===== src/rtl/ahb_apb_pkg.sv =====
// Shared encodings, FSM state type and sizing helper for the AHB-Lite to APB bridge.
// Pure declarations; no timing or backpressure of its own.
package ahb_apb_pkg;

  typedef enum logic [1:0] {
    HTRANS_IDLE   = 2'b00,
    HTRANS_BUSY   = 2'b01,
    HTRANS_NONSEQ = 2'b10,
    HTRANS_SEQ    = 2'b11
  } htrans_t;

  typedef enum logic [1:0] {
    HRESP_OKAY  = 2'b00,
    HRESP_ERROR = 2'b01
  } hresp_t;

  typedef enum logic [2:0] {
    ST_IDLE,
    ST_SETUP,
    ST_ACCESS,
    ST_ERR1,
    ST_ERR2,
    ST_DONE
  } state_t;

  // Bit width needed to index n items, never less than one bit.
  function automatic int clog2_min1(input int n);
    int r;
    r = 0;
    for (int i = 0; i < 31; i++) begin
      if ((1 << i) < n) r = i + 1;
    end
    return (r < 1) ? 1 : r;
  endfunction

  function automatic logic htrans_active(input logic [1:0] t);
    return (t == HTRANS_NONSEQ) || (t == HTRANS_SEQ);
  endfunction

endpackage


===== src/rtl/ahb_apb_slv_decode.sv =====
// Slave index decode: one-hot select, decode-error flag, prdata/pready/pslverr mux.
// Purely combinational, zero latency; carries no backpressure of its own.
module ahb_apb_slv_decode
  import ahb_apb_pkg::*;
#(
  parameter int DW      = 32,
  parameter int NUM_SLV = 4,
  parameter int IW      = clog2_min1(NUM_SLV)
) (
  input  logic [IW-1:0]         req_idx,
  input  logic [IW-1:0]         idx,
  input  logic [NUM_SLV*DW-1:0] prdata,
  input  logic [NUM_SLV-1:0]    pready,
  input  logic [NUM_SLV-1:0]    pslverr,
  output logic [NUM_SLV-1:0]    sel,
  output logic                  dec_err,
  output logic [DW-1:0]         rdata,
  output logic                  rdy,
  output logic                  err
);

  // The address index field can encode more slaves than exist when NUM_SLV is not a power of two.
  assign dec_err = (int'(req_idx) >= NUM_SLV);

  always_comb begin
    sel   = '0;
    rdata = '0;
    rdy   = 1'b0;
    err   = 1'b0;
    for (int i = 0; i < NUM_SLV; i++) begin
      if (int'(idx) == i) begin
        sel[i] = 1'b1;
        rdata  = prdata[i*DW +: DW];
        rdy    = pready[i];
        err    = pslverr[i];
      end
    end
  end

endmodule


===== src/rtl/ahb_apb_bridge_mc.sv =====
// AHB-Lite slave to NUM_SLV-port APB master; 2 wait states minimum, holds hr_readyout low while pready is low.
// AHB_APB_BRIDGE_APB4_EN adds hsize/pstrb/pprot; pslverr, decode miss and wait timeout return a two-cycle ERROR.
module ahb_apb_bridge_mc
  import ahb_apb_pkg::*;
#(
  parameter int AW      = 32,
  parameter int DW      = 32,
  parameter int NUM_SLV = 4,
  parameter int SEL_LSB = 12,
  parameter int TIMEOUT = 255
) (
  input  logic                  hclk,
  input  logic                  hreset,
  input  logic                  hsel,
  input  logic [AW-1:0]         haddr,
  input  logic [1:0]            htrans,
  input  logic                  hwrite,
  input  logic [DW-1:0]         hwdata,
  input  logic                  hreadyin,
`ifdef AHB_APB_BRIDGE_APB4_EN
  input  logic [2:0]            hsize,
  output logic [DW/8-1:0]       pstrb,
  output logic [2:0]            pprot,
`endif
  output logic [DW-1:0]         hrdata,
  output logic                  hr_readyout,
  output logic [1:0]            hresp,
  output logic [AW-1:0]         paddr,
  output logic [DW-1:0]         pwdata,
  output logic                  pwrite,
  output logic [NUM_SLV-1:0]    psel,
  output logic                  penable,
  input  logic [NUM_SLV*DW-1:0] prdata,
  input  logic [NUM_SLV-1:0]    pready,
  input  logic [NUM_SLV-1:0]    pslverr
);

  localparam int IW = clog2_min1(NUM_SLV);
  localparam int CW = clog2_min1(TIMEOUT + 1);
  localparam logic [CW-1:0] TO_LAST = CW'((TIMEOUT == 0) ? 0 : TIMEOUT - 1);

  state_t               state_q, state_d;
  logic [AW-1:0]        addr_q;
  logic                 write_q;
  logic [IW-1:0]        idx_q;
  logic [DW-1:0]        pwdata_q;
  logic [DW-1:0]        hrdata_q;
  logic [CW-1:0]        cnt_q;

  logic [IW-1:0]        req_idx;
  logic [NUM_SLV-1:0]   sel_vec;
  logic                 dec_err;
  logic [DW-1:0]        slv_rdata;
  logic                 slv_rdy;
  logic                 slv_err;
  logic                 accept;
  logic                 timeout_hit;

  assign req_idx = haddr[SEL_LSB +: IW];

  // Address phases are taken only where hr_readyout is high and the bus is not in an ERROR tail.
  assign accept = ((state_q == ST_IDLE) || (state_q == ST_DONE)) &&
                  hsel && hreadyin && htrans_active(htrans);

  assign timeout_hit = (TIMEOUT != 0) && (cnt_q == TO_LAST);

  ahb_apb_slv_decode #(
    .DW      (DW),
    .NUM_SLV (NUM_SLV),
    .IW      (IW)
  ) u_decode (
    .req_idx (req_idx),
    .idx     (idx_q),
    .prdata  (prdata),
    .pready  (pready),
    .pslverr (pslverr),
    .sel     (sel_vec),
    .dec_err (dec_err),
    .rdata   (slv_rdata),
    .rdy     (slv_rdy),
    .err     (slv_err)
  );

  always_ff @(posedge hclk or posedge hreset) begin
    if (hreset) state_q <= ST_IDLE;
    else        state_q <= state_d;
  end

  always_comb begin
    state_d = state_q;
    case (state_q)
      ST_IDLE, ST_DONE: begin
        if (accept) state_d = dec_err ? ST_ERR1 : ST_SETUP;
        else        state_d = ST_IDLE;
      end
      ST_SETUP:  state_d = ST_ACCESS;
      ST_ACCESS: begin
        if (slv_rdy)          state_d = slv_err ? ST_ERR1 : ST_DONE;
        else if (timeout_hit) state_d = ST_ERR1;
      end
      ST_ERR1:   state_d = ST_ERR2;
      ST_ERR2:   state_d = ST_IDLE;
      default:   state_d = ST_IDLE;
    endcase
  end

  always_comb begin
    hr_readyout = 1'b1;
    hresp       = HRESP_OKAY;
    psel        = '0;
    penable     = 1'b0;
    case (state_q)
      ST_SETUP: begin
        hr_readyout = 1'b0;
        psel        = sel_vec;
      end
      ST_ACCESS: begin
        hr_readyout = 1'b0;
        psel        = sel_vec;
        penable     = 1'b1;
      end
      ST_ERR1: begin
        hr_readyout = 1'b0;
        hresp       = HRESP_ERROR;
      end
      ST_ERR2:  hresp = HRESP_ERROR;
      default: ;
    endcase
  end

  always_ff @(posedge hclk or posedge hreset) begin
    if (hreset) begin
      addr_q   <= '0;
      write_q  <= 1'b0;
      idx_q    <= '0;
      pwdata_q <= '0;
      hrdata_q <= '0;
      cnt_q    <= '0;
    end else begin
      if (accept) begin
        addr_q  <= haddr;
        write_q <= hwrite;
        idx_q   <= req_idx;
      end
      if (state_q == ST_SETUP) begin
        cnt_q <= '0;
        if (write_q) pwdata_q <= hwdata;
      end
      if (state_q == ST_ACCESS) begin
        if (!slv_rdy)                       cnt_q    <= cnt_q + 1'b1;
        else if (!slv_err && !write_q)      hrdata_q <= slv_rdata;
      end
    end
  end

  // hwdata is only valid during SETUP, so it is passed straight through there and held afterwards.
  assign pwdata = ((state_q == ST_SETUP) && write_q) ? hwdata : pwdata_q;
  assign paddr  = addr_q;
  assign pwrite = write_q;
  assign hrdata = hrdata_q;

`ifdef AHB_APB_BRIDGE_APB4_EN
  localparam int SW = DW / 8;
  localparam int LW = clog2_min1(SW);

  logic [SW-1:0] pstrb_q;

  function automatic logic [SW-1:0] strb_of(input logic [2:0] size, input logic [LW-1:0] lo);
    int unsigned nb;
    int unsigned off;
    logic [SW-1:0] m;
    nb = 32'd1 << size;
    if (nb >= SW) begin
      m = '1;
    end else begin
      off = 32'(lo) & ~(nb - 32'd1);
      m   = SW'(((32'd1 << nb) - 32'd1) << off);
    end
    return m;
  endfunction

  always_ff @(posedge hclk or posedge hreset) begin
    if (hreset)      pstrb_q <= '0;
    else if (accept) pstrb_q <= hwrite ? strb_of(hsize, haddr[LW-1:0]) : '0;
  end

  assign pstrb = pstrb_q;
  assign pprot = 3'b000;
`endif

endmodule

===== config.mk =====
export PLATFORM = sky130hd
export DESIGN_NAME = ahb_apb_bridge_mc
export DESIGN_NICKNAME = d
export VERILOG_FILES = /design/src/rtl/ahb_apb_pkg.sv /design/src/rtl/ahb_apb_slv_decode.sv /design/src/rtl/ahb_apb_bridge_mc.sv
export SDC_FILE = /design/constraint.sdc
export NUM_CORES = 1
export LEC_CHECK = 0
export ABC_AREA = 1
export BUFFER_PORTS_ARGS = -buffer_cell sky130_fd_sc_hd__buf_2
export CAP_MARGIN = 20
export CORE_MARGIN = 5
export CORE_UTILIZATION = 31
export CTS_CLUSTER_SIZE = 30
export DETAILED_ROUTE_END_ITERATION = 8
export PLACE_DENSITY = 0.7
export SYNTH_ARGS = -nofsm -noshare
export SYNTH_HDL_FRONTEND = slang
export SYNTH_HIERARCHICAL = 1
export SYNTH_SLANG_ARGS = --single-unit

===== constraint.sdc =====
create_clock -name hclk -period 8.55 [get_ports hclk]
set_input_delay 1.71 -clock hclk [delete_from_list [all_inputs] [get_ports hclk]]
set_output_delay 1.71 -clock hclk [all_outputs]
set_load 0.05 [all_outputs]

==> results.sh <==
export IMPL_min_period_ns=4.07
export IMPL_grt_start_max_net_pins=74
export IMPL_ff2ff_setup_slack_ns=5.33
export IMPL_core_area_mm2=0.0180
export IMPL_wire_per_inst_um=14.5
export IMPL_path_class="in2out"
export IMPL_yosysUniqueCellTypes=29
export IMPL_nFillCells=1830
export IMPL_clkTransAtPathRegs_ns=0.07
export IMPL_routabilityCongestion=0.883
export IMPL_path_max_fanout=2
export IMPL_hold_violations=0
export IMPL_nNetsFinal=1208
export IMPL_h_tree_depth=3
export IMPL_globalRoute_totalOverflow=0
export IMPL_ant_nets=0
export IMPL_rows=49
export IMPL_path_cells="buf_2 > inv_1 > o21ai_0 > buf_2"
export IMPL_critPathTopFamily="buffers and inverters"
export IMPL_critPathLaunchType="input pin"
export IMPL_post_dp_hpwl_mm=13.0
export IMPL_ios=312
export IMPL_synth_edff_count=0
export IMPL_synth_area_leaders="dfrtp_1 47%, nand3_1 13%, nand2_1 13%, inv_1 5.4%, nand4_1 4.0%"
export IMPL_leakagePower_nw=4.26
export IMPL_grt_pass1_wl_mm=28.4
export IMPL_dp_cells=1216
export IMPL_vdd_ir_drop_max_uv=205
export IMPL_endpoint_kind="output pin"
export IMPL_drive_gt1_frac=0.363
export IMPL_outcome="finished, final reports clean"
export IMPL_cts_hold_fix_buffers=0
export IMPL_fin_cells=1234
export IMPL_worstMarginPinSlew_ns=0.899
export IMPL_grt_pass1_vias=5435
export IMPL_fin_crit_sh=0.477
export IMPL_antenna_found_initial=1
export IMPL_maxCapViolations=0
export IMPL_tns_ns=0
export IMPL_cts_repair_resized=0
export IMPL_insertion_delay_ns=0.34
export IMPL_skew_ns=0.00635
export IMPL_path_common_cell="buf_2"
export IMPL_root_buffer="clkbuf_16"
export IMPL_final_cell_area_mm2=0.00756
export IMPL_area_growth_pct=32.7
export IMPL_cts_made_buffers=9
export IMPL_drt_total_wl_mm=17.9
export IMPL_die_y_um=146
export IMPL_path_buf_inv=3
export IMPL_arrival_ns=2.36
export IMPL_p_total_w=0.00332
export IMPL_die_area_mm2=0.0212
export IMPL_vias=5813
export IMPL_max_stage_delay_ns=0.32
export IMPL_maxSlewHeadroom=0.401
export IMPL_hold_path_end="paddr[18]"
export IMPL_post_cts_buffers=0
export IMPL_hold_class="reg2reg"
export IMPL_timing_fmax_mhz=245
export IMPL_clock_path_buffers=2
export IMPL_synth_area_per_cell_um2=7.87
export IMPL_reg2reg_from="paddr[13]"
export IMPL_whs_ns=0.467
export IMPL_synthFlopType="dfrtp_1"
export IMPL_reg2reg_depth=8
export IMPL_synthCells=723
export IMPL_port_buffer_count=309
export IMPL_cp_required_ns=6.84
export IMPL_synth_seq_cells=108
export IMPL_setup_viol=0
export IMPL_reg2reg_to="hrdata[8]"
export IMPL_vias_per_cell=4.71
export IMPL_rsz0062_at_grt="no"
export IMPL_post_route_drc_count=0
export IMPL_synth_top_area_share=0.475
export IMPL_dr_pass1_iters=5
export IMPL_async_flop_share=1.00
export IMPL_cts_tree="yes"
export IMPL_ys_seq_area_frac=0.475
export IMPL_synth_top_cell_by_area="dfrtp_1"
export IMPL_placed_cell_area_mm2=0.00724
export IMPL_die_w_um=146
export IMPL_yosysWarnings=6
export IMPL_start_util=0.316
export IMPL_grt_usage=0.162
export IMPL_drt_iter0_drc=312
export IMPL_slowest_stage="buf_2"
export IMPL_synth_nets=932
export IMPL_whs_path_depth=2
export IMPL_final_max_slew_viol_count=0
export IMPL_synth_area_mm2=0.00569
export IMPL_worstHoldStart="paddr[18]"
export IMPL_clkSinkCount=108
export IMPL_p_per_area_mw_per_mm2=439
## area by class of cell
type	instances	area, µm²	share of cell area
Clock inverter	5	45.0	0.00596
Clock buffer	11	253	0.0334
Timing Repair Buffer	314	1600	0.211
Sequential cell	108	2710	0.358
Antenna cell	1	2.50	0.000331
Multi-Input combinational cell	480	2340	0.309
Inverter	86	330	0.0437
Tap cell	229	287	0.0379
## how the worst max path moves through the flow
stage	slack [ns]	to	depth (start not counted)	start
2_1_floorplan	3.97	pwdata[0]	2	hwdata[0]
3_3_place_gp	4.48	pwdata[2]	4	hwdata[2]
3_5_place_dp	4.39	pwdata[11]	5	state_q[0]
4_1_cts	3.99	pwdata[11]	5	state_q[0]
5_1_grt	4.35	psel[2]	6	paddr[13]
6_report	4.48	pwdata[11]	4	hwdata[11]
## Yosys cell counts, types with 8 or more instances
master	number
o21ai_0	26
clkbuf_1	8
dfrtp_1	108
o21ai_1	25
buf_6	11
buf_4	8
o21ai_2	17
nor2_1	17
nand2_1	192
nand4_1	36
inv_1	82
buf_2	21
nand3_1	147
## flip-flops by register name (all words and copies together), names as in the netlist
name	count
pwdata_q	32
hrdata	32
cnt_q	8
pwrite	1
state_q	3
paddr	32
## per-layer routing
layer	global-route usage	wire length, µm	vias up
li1	-	-	2910
met1	0.195	7140	2619
met2	0.279	8960	252
met3	0.0433	1390	32
met4	0.0569	431	0
met5	0	0	-
## stage by stage
| step | utilization | setup slack (ns) |
|---|---|---|
| 2_1_floorplan | - | 3.97 |
| 3_5_place_dp | 0.401 | 4.39 |
| 4_1_cts | 0.418 | 3.99 |
| 6_report | 0.419 | 4.48 |
| 3_3_place_gp | 0.401 | 4.48 |
| 5_1_grt | 0.419 | 4.35 |
## logic make-up after synthesis
| kind of cell | after synthesis | share of synthesized area |
|---|---|---|
| adders and majority gates | 2 | 0.00439 |
| buffers and inverters | 135 | 0.115 |
| other | 2 | 0.00132 |
| AOI/OAI and AO/OA | 71 | 0.0736 |
| DFF | 108 | 0.475 |
| and+or+nand+nor | 405 | 0.331 |
## power by group
group	leakage, nW	internal [W]	total [W]	switching, W
clock	0.144	0.000217	0.000413	0.000196
combinational	2.76	0.000453	0.00205	0.00160
sequential	1.35	0.000736	0.000854	0.000118
total	4.26	0.00141	0.00332	0.00191
## worst reg2reg max path: stages (launching register included)
cell      delay (ns)
dfrtp_2         0.41
buf_4           0.59
inv_4           0.34
nand3_1         0.18
nand4_1         0.21
nor2_1          0.29
nand3b_4        0.60
nand2_1         0.38
o21ai_2         0.07
## layout by cell type (no fill, tap or decap), types with 3 or more instances in the layout
cell	instances
nand2_1	192
clkinv_4	3
dfrtp_1	106
nor2_1	17
buf_2	309
clkbuf_16	9
o21ai_1	25
a21oi_1	3
o21ai_2	17
nand4_1	36
nand3_1	147
buf_4	4
inv_4	3
o21ai_0	26
inv_1	81
(Power assumes the default switching activity.)
